[src/rtl/freq_div_pkg.sv]
// freq_div_pkg: shared state type, minimum divisor and divisor clamp for the programmable divider
package freq_div_pkg;
  typedef enum logic [1:0] {IDLE, RUN, STOPPING} state_t;
  localparam int MIN_DIV = 2;
  function automatic logic [31:0] clamp_div(input logic [31:0] d);
    return (d < 32'(MIN_DIV)) ? 32'(MIN_DIV) : d;
  endfunction
endpackage

[src/rtl/freq_div_hold.sv]
// freq_div_hold: one-entry divisor holding register with valid/ready handshake and clamp
// Ports: clk/rst_n clock and sync active-low reset; div_in/div_valid/div_ready request handshake;
//   apply empties the register; div_hold the clamped divisor waiting to be applied.
module freq_div_hold
  import freq_div_pkg::*;
#(
  parameter int DIV_W = 24
) (
  input  logic             clk,
  input  logic             rst_n,
  input  logic [DIV_W-1:0] div_in,
  input  logic             div_valid,
  input  logic             apply,
  output logic             div_ready,
  output logic [DIV_W-1:0] div_hold
);
  always_ff @(posedge clk) begin
    if (!rst_n) begin
      div_ready <= 1'b1;
      div_hold  <= '0;
    end else if (apply) begin
      div_ready <= 1'b1;
    end else if (div_valid && div_ready) begin
      div_ready <= 1'b0;
      div_hold  <= DIV_W'(clamp_div(32'(div_in)));
    end
  end
endmodule

[src/rtl/freq_divider_prog.sv]
// freq_divider_prog: programmable glitch-free clock divider with period tick and run/stop control
// Ports: clk_in/rst_n clock and sync active-low reset; en run request;
//   div_in/div_valid/div_ready divisor handshake; div_active divisor of current/next period;
//   clk_out divided clock; tick one-cycle period-start pulse; running FSM in RUN or STOPPING.
module freq_divider_prog
  import freq_div_pkg::*;
#(
  parameter int DIV_W       = 24,
  parameter int DEFAULT_DIV = 1000
) (
  input  logic             clk_in,
  input  logic             rst_n,
  input  logic             en,
  input  logic [DIV_W-1:0] div_in,
  input  logic             div_valid,
  output logic             div_ready,
  output logic [DIV_W-1:0] div_active,
  output logic             clk_out,
  output logic             tick,
  output logic             running
);
  state_t state, state_nx;
  logic [DIV_W-1:0] cnt, div_hold;
  logic act, last, apply;
  assign act  = state != IDLE;
  assign last = act && (cnt == div_active - DIV_W'(1));
  // idle takes a waiting divisor at once; otherwise only at the edge that starts a period
  assign apply = !div_ready && (!act || last);
  always_comb begin
    state_nx = state;
    if (state == IDLE) state_nx = en ? RUN : IDLE;
    else if (state == RUN) state_nx = en ? RUN : (last ? IDLE : STOPPING);
    else state_nx = last ? IDLE : (en ? RUN : STOPPING);
  end
  always_ff @(posedge clk_in) begin
    if (!rst_n) begin
      state      <= IDLE;
      cnt        <= '0;
      div_active <= DIV_W'(DEFAULT_DIV);
      clk_out    <= 1'b0;
      tick       <= 1'b0;
      running    <= 1'b0;
    end else begin
      state <= state_nx;
      cnt   <= (last || !act) ? '0 : cnt + DIV_W'(1);
      if (apply) div_active <= div_hold;
      // outputs register the cycle's own state, so a whole period is always emitted before idling
      clk_out <= act && (cnt < div_active - (div_active >> 1));
      tick    <= act && (cnt == '0);
      running <= act;
    end
  end
  freq_div_hold #(.DIV_W(DIV_W)) u_hold (
    .clk(clk_in),
    .rst_n(rst_n),
    .div_in(div_in),
    .div_valid(div_valid),
    .apply(apply),
    .div_ready(div_ready),
    .div_hold(div_hold)
  );
endmodule

[config.mk]
export PLATFORM = sky130hd
export DESIGN_NAME = freq_divider_prog
export DESIGN_NICKNAME = d
export VERILOG_FILES = /design/src/rtl/freq_div_pkg.sv /design/src/rtl/freq_div_hold.sv /design/src/rtl/freq_divider_prog.sv
export SDC_FILE = /design/constraint.sdc
export NUM_CORES = 1
export LEC_CHECK = 0
export CORE_MARGIN = 2
export CORE_UTILIZATION = 54
export CTS_CLUSTER_SIZE = 30
export DETAILED_ROUTE_END_ITERATION = 7
export PLACE_DENSITY = 0.86
export SYNTH_ARGS = -nofsm -noshare
export SYNTH_HDL_FRONTEND = slang
export SYNTH_SLANG_ARGS = --single-unit
[constraint.sdc]
create_clock -name clk_in -period 3.48 [get_ports clk_in]
set_input_delay 0.348 -clock clk_in [delete_from_list [all_inputs] [get_ports clk_in]]
set_output_delay 0.348 -clock clk_in [all_outputs]
set_load 0.05 [all_outputs]
==> summary.txt, run 1 <==
final setup fails -> 1
fraction of registers with async set or reset after synthesis -> 0
Non-Filler Instances -> 1041
number of routed nets with antenna violations -> 0
GRT Total Usage -> 0.265
Synth cell types -> 64
DP HPWL -> 12500 um
CTS tree -> built
drt total wl -> 16700 um
number of synthesized flops with an enable pin -> 0
crit path from -> div_active[0]
failing checks -> setup timing
final slew viol count -> 0
crit path time final -> 3.56 ns
crit path launch type -> flip-flop
drt via density -> 5.95
Hold Fails Final Rpt -> 0
period utilisation layout -> 1.02
vias in the first global route -> 5743
crit path DAT -> 3.84 ns
Syn Std Cell Area -> 6510 um2
final critical-path setup slack -> -0.0753 ns
clock-pin slew on the worst setup and hold paths -> 0.06 ns
clk_lat worst skew -> 0.35 ns
first-pass GRT wire length -> 27600 um
Crit Path Class -> reg -> reg
post-synth net total -> 926
Area after DPL -> 7470 um2
DRC -> 0
htree depth -> 3
initial antenna violation count -> 0
Starting Density -> 0.547
max_cap viols -> 0
Ys Warns -> 0
total CTS buffers -> 9
# nets final -> 992
Die W -> 114 um
Setup Buffers After CTS -> 0
FF+latch count, synth -> 78
Max Clk Rate -> 281 MHz
total negative slack -> -0.0753 ns
Critical Path End Type -> flip-flop
Hold WC Path Type -> reg -> reg
Post-Syn Area per Cell -> 7.91 um2
die area -> 12900 um2
Worst-Margin Slew -> 0.959 ns
core area -> 11900 um2
ant diodes -> 0
Post-Layout Inst Area -> 7810 um2
port buffer count -> 55
Die H -> 114 um
Area Overhead vs Synth -> 20.0%
DRT iter0 DRCs -> 426
Hold Buf Count CTS -> 0
ys flop type -> dfxtp_1
largest net degree at the start of global routing -> 123
RSZ-0062 raised after global routing -> yes
Slew HR -> 0.360
P_leak -> 3.14 nW
fraction of layout cells with a size suffix above 1 -> 0.104
total clock sinks -> 78
IO Pins -> 56
FF-to-FF Start -> div_active[0]
Post-Place Cells -> 1025
Worst Path Max Fanout -> 3
Max clock buf depth -> 2
Cells after Synth -> 823
Placer Congestion -> 0.899
FP Rows -> 40
DR pass1 iterations -> 5
Peak VDD IR -> 0.299 mV
PD cells -> 360 nW/um2
Power, Total -> 0.00281 W
HP Start -> state[1]
outcome -> finished with violations
WL/cell -> 16.0 um
vias -> 6197
Seq/Total Area, Yosys -> 0.240
Root Driver -> clkbuf_16
grt ovf -> 0
CP required -> 3.76 ns
final clock skew -> 0.00789 ns
## sequential cells by signal (all words and copies together), names as in the netlist
register / count
cnt: 24
div_active: 24
u_hold.div_hold: 24
state: 2
clk_out: 1
running: 1
tick: 1
u_hold.div_ready: 1
## report_power, final
part | leakage, nW | internal, W | switching [W]
Combinational | 2.37 | 0.000401 | 0.000515
Clock | 0.128 | 0.000556 | 0.000391
Sequential | 0.637 | 0.000927 | 0.0000240
## metrics by stage
| stage | utilization | hold WS [ns] | setup WS (ns) |
|---|---|---|---|
| floorplan | - | 0.417 | -0.0748 |
| global placement | 0.627 | 0.431 | -0.0544 |
| detailed placement | 0.627 | 0.431 | -0.114 |
| CTS | 0.654 | 0.438 | -0.0624 |
| global route | 0.656 | 0.466 | -0.227 |
| finish | 0.656 | 0.436 | -0.0753 |
## critical path, cell delays in order, from the launching register on
cell and delay, ns:
dfxtp_4 0.35, inv_4 0.05, ha_4 0.12, inv_2 0.03, fa_2 0.36, nor2b_4 0.15
o311ai_4 0.33, a2111oi_4 0.13, a2111o_1 0.43, a311o_1 0.33, buf_4 0.15, xor2_1 0.13
ha_1 0.28, nor2b_1 0.14, o21ai_1 0.13, nand2b_1 0.08, a21oi_2 0.12, o21ai_1 0.07
a21oi_1 0.11
## Yosys cell counts, types with 2 or more instances
library cell / number / area [um2]
a2111o_1: 2 / 22.5
a211oi_1: 5 / 37.5
a21boi_0: 23 / 173
a21o_1: 8 / 60.1
a21oi_1: 27 / 135
a311oi_1: 3 / 26.3
a31oi_1: 28 / 175
and2_1: 8 / 50.1
and3_1: 35 / 219
and4_1: 3 / 26.3
and4b_1: 2 / 20.0
buf_2: 4 / 20.0
buf_4: 4 / 30.0
clkbuf_1: 35 / 131
dfxtp_1: 78 / 1560
ha_1: 74 / 926
inv_1: 51 / 191
nand2_1: 77 / 289
nand2b_1: 7 / 43.8
nand3_1: 37 / 185
nand4_1: 34 / 213
nor2_1: 37 / 139
nor2b_1: 25 / 156
nor3_1: 35 / 175
nor3b_1: 3 / 22.5
nor4_1: 12 / 75.1
nor4b_1: 2 / 17.5
o2111ai_1: 2 / 17.5
o211a_1: 6 / 60.1
o211ai_1: 23 / 173
o21a_1: 3 / 22.5
o21ai_0: 13 / 65.1
o311ai_1: 2 / 17.5
o31ai_1: 4 / 30.0
o41ai_1: 2 / 17.5
or2_2: 3 / 18.8
or3_1: 3 / 18.8
or4_1: 3 / 22.5
xnor2_1: 46 / 403
xnor3_1: 2 / 45.0
xor2_1: 29 / 254
## layout by cell type, fill, tap and decap left out, types with 7 or more instances in the layout
cell and instances:
clkdlybuf4s50_1 54, nand2b_1 7, a21oi_1 25, clkbuf_16 9, nor2b_1 24, buf_4 45, nand2_1 77, a21boi_0 23
o21ai_0 9, dfxtp_1 68, and3_1 35, nand3_1 37, nor3_1 34, inv_1 49, nor4_1 11, nand4_1 34
ha_1 73, xnor2_1 46, nor2_1 37, and2_1 8, a31oi_1 28, xor2_1 29, a21o_1 8, o211ai_1 23
## logic make-up after synthesis
family | synth area share
XOR/XNOR | 0.108
multiplexers | 0.00154
AND/OR/NAND/NOR | 0.269
flip-flops | 0.240
AO/OA/AOI/OAI | 0.176
adder cells (fa/ha/maj) | 0.145
buffers and inverters | 0.0596
## repair_timing
item / 4_1_cts / 5_1_grt
resized for setup: 5 / 4
endpoints found under the setup margin: 1 / 1
pin swaps: 7 / 3
## final cells by class
type | count | area (um2)
Tap cell | 147 | 184
Clock buffer | 11 | 233
Multi-Input combinational cell | 649 | 4670
Clock inverter | 5 | 60.1
Timing Repair Buffer | 100 | 883
Inverter | 51 | 194
Sequential cell | 78 | 1590
Fill cell | 1018 | 4100
## worst paths after layout
path / endpoint / slack [ns] / cells after the start
max: clk_out / -0.08 / 18
min: state[0] / 0.44 / 1
max reg2reg: clk_out / -0.08 / 18
min reg2reg: state[0] / 0.44 / 1
## per-layer routing
metal  share of wire  up-vias  GRT usage  wire length, um
li1                -     3096          -                -
met1            0.45     2853      0.362             7570
met2            0.46      211      0.434             7730
met3           0.059       37     0.0324              992
met4           0.023        0     0.0976              388
met5               0        -          0                0
Note: power is estimated with default switching activity, not from simulation.
==> inputs of run 2 (changes only) <==
--- a/config.mk
+++ b/config.mk
@@ -6,10 +6,11 @@
 export NUM_CORES = 1
 export LEC_CHECK = 0
 export CORE_MARGIN = 2
-export CORE_UTILIZATION = 54
+export CORE_UTILIZATION = 53
 export CTS_CLUSTER_SIZE = 30
 export DETAILED_ROUTE_END_ITERATION = 7
-export PLACE_DENSITY = 0.86
+export PLACE_DENSITY = 0.85
 export SYNTH_ARGS = -nofsm -noshare
 export SYNTH_HDL_FRONTEND = slang
+export SYNTH_HIERARCHICAL = 1
 export SYNTH_SLANG_ARGS = --single-unit
==> summary.txt, run 2 <==
outcome -> completed
port buffer count -> 55
htree depth -> 3
Area Overhead vs Synth -> 23.9%
first-pass GRT wire length -> 26600 um
power share of the clock group -> 0.345
final setup fails -> 0
Hold Buf Count CTS -> 0
grt ovf -> 0
sequential fraction of design power -> 0.350
GRT Total Usage -> 0.261
DRC -> 0
most frequent cells in the layout -> 109 x nand2_1, 78 x ha_1, 63 x dfxtp_1
Root Driver -> clkbuf_16
max_cap viols -> 0
crit path DAT -> 3.72 ns
Hold Path Sink -> div_active[14]
Crit Path Class -> reg -> reg
Die H -> 112 um
R2R cell count -> 15
total clock sinks -> 78
Cells after Synth -> 745
worst hold slack -> 0.454 ns
Hold WC Path Type -> reg -> reg
Post-Syn Area per Cell -> 8.30 um2
Yosys top cell by area -> dfxtp_1
total negative slack -> 0 ns
Syn Std Cell Area -> 6190 um2
crit path launch type -> flip-flop
most numerous cell in the Yosys netlist -> nand2_1
core area -> 11400 um2
crit path from -> div_active[2]
FF+latch count, synth -> 78
Synth area leaders -> dfxtp_1 25%, ha_1 17%, nand2_1 6.6%, xnor2_1 6.2%, xor2_1 4.5%
RSZ-0062 raised after global routing -> yes
HP Start -> u_hold/div_hold[14]
drt total wl -> 17400 um
vias -> 5838
Peak VDD IR -> 0.291 mV
biggest regs -> cnt: 24 flops, div_active: 24 flops, u_hold/div_hold: 24 flops
IO Pins -> 56
Synth cell types -> 69
Pint -> 0.00183 W
post-synth top area share -> 0.252
Worst Hold Depth -> 2
crit path time final -> 3.44 ns
drt via density -> 5.91
reg2reg setup slack -> 0.04 ns
Seq/Total Area, Yosys -> 0.252
CP required -> 3.75 ns
Worst Path Max Fanout -> 4
Max clock buf depth -> 2
ant diodes -> 0
PD cells -> 356 nW/um2
NetSw -> 0.000899 W
Placer Congestion -> 0.931
initial antenna violation count -> 0
final clock skew -> 0.00818 ns
Slew HR -> 0.562
WL/cell -> 17.6 um
P_leak -> 3.11 nW
ys flop type -> dfxtp_1
switching share of power -> 0.330
fraction of registers with async set or reset after synthesis -> 0
Critical Path End Type -> flip-flop
number of synthesized flops with an enable pin -> 0
total CTS buffers -> 9
commonest non-fill, non-tap cell in the layout -> nand2_1
CTS tree -> built
combinational share of power -> 0.305
DRT iter0 DRCs -> 437
Ys Warns -> 6
commonest cells in the netlist -> 109 x nand2_1, 83 x ha_1, 78 x dfxtp_1
DP HPWL -> 12700 um
largest net degree at the start of global routing -> 39
final slew viol count -> 0
Hold Fails Final Rpt -> 0
FP Rows -> 39
Max Clk Rate -> 290 MHz
fraction of layout cells with a size suffix above 1 -> 0.149
Worst-Margin Slew -> 0.650 ns
# nets final -> 952
die area -> 12600 um2
clk_lat worst skew -> 0.34 ns
vias in the first global route -> 5480
period utilisation layout -> 0.990
number of routed nets with antenna violations -> 0
Starting Density -> 0.542
clock-pin slew on the worst setup and hold paths -> 0.07 ns
# fillers -> 872
Die W -> 112 um
FF-to-FF Start -> div_active[2]
post-synth net total -> 857
Reg-to-Reg End -> clk_out
DR pass1 iterations -> 5
## run 2: logic make-up (layout without fill, tap and decap cells)
| kind of cell | Yosys count | after routing | share of synthesized area |
|---|---|---|---|
| AO/OA/AOI/OAI | 138 | 138 | 0.168 |
| multiplexers | 21 | 21 | 0.0344 |
| flip-flops | 78 | 78 | 0.252 |
| AND/OR/NAND/NOR | 277 | 277 | 0.217 |
| XOR/XNOR | 76 | 76 | 0.108 |
| adder cells (fa/ha/maj) | 84 | 84 | 0.171 |
| buffers and inverters | 71 | 171 | 0.0498 |
## run 2: cell type report
| class | instances | area, um2 | area share |
|---|---|---|---|
| multi-input cells | 596 | 4460 | 0.581 |
| flip-flops and latches | 78 | 1600 | 0.209 |
| repair buffers | 104 | 930 | 0.121 |
| clock buffers | 10 | 250 | 0.0327 |
| inverters | 51 | 199 | 0.0260 |
| well taps | 143 | 179 | 0.0233 |
| clock inverters | 6 | 50.0 | 0.00653 |
## run 2: worst max-delay path by stage
stage	end	slack [ns]	cells after the start
final	clk_out	0.04	15
after global routing	clk_out	-0.16	20
after CTS	clk_out	0.008	15
after detailed placement	clk_out	-0.14	16
after global placement	clk_out	0.01	16
after floorplan	clk_out	0.03	14
## run 2: power by group through the flow
stage	Combinational [W]	Clock [W]	Sequential, W
after floorplan	0.000481	0	0.00102
after CTS	0.000771	0.000953	0.000953
after global routing	0.000898	0.000989	0.000959
final	0.000833	0.000941	0.000955
after detailed placement	0.000763	0	0.000973
after global placement	0.000741	0	0.000972
## run 2: worst max-delay path: stages (launching register included)
cell,delay [ns]
dfxtp_4,0.37
inv_6,0.04
ha_4,0.23
o21ba_4,0.19
or4_4,0.54
a21oi_4,0.18
a311oi_2,0.15
a2111oi_2,0.42
o31a_1,0.20
nor2_2,0.05
xnor2_1,0.12
ha_1,0.31
a21o_1,0.20
a21oi_2,0.14
nand3b_1,0.09
o21ai_1,0.14
## run 2: timing repair
| action | 4_1_cts | 5_1_grt |
|---|---|---|
| setup endpoints to repair | 1 | 20 |
| gates resized for setup | 4 | 33 |
| buffers inserted | 0 | 3 |
| pin swaps | 1 | 24 |
## run 2: routing by layer
layer  up-vias  global-route usage  wire length, um
li1       2790                   -                -
met1      2717               0.345             7330
met2       286               0.442             8270
met3        45              0.0335             1360
met4         0              0.0878              463
met5         -                   0                0
## run 2: through the flow
stage	setup WS [ns]	cells	utilization	cell area [um2]	power [W]
2_1_floorplan	0.0268	745	-	6230	0.00150
3_3_place_gp	0.0110	969	0.630	7200	0.00171
3_5_place_dp	-0.138	969	0.630	7200	0.00174
4_1_cts	0.00830	985	0.658	7510	0.00268
5_1_grt	-0.157	988	0.671	7660	0.00285
6_report	0.0352	988	0.671	7660	0.00273
==> inputs of run 3 (changes only) <==
--- a/config.mk
+++ b/config.mk
@@ -5,6 +5,7 @@
 export SDC_FILE = /design/constraint.sdc
 export NUM_CORES = 1
 export LEC_CHECK = 0
+export CAP_MARGIN = 20
 export CORE_MARGIN = 2
 export CORE_UTILIZATION = 53
 export CTS_CLUSTER_SIZE = 30
==> results of run 3 <==
No change in the layout: final DEF, timing and power equal those of run 2.
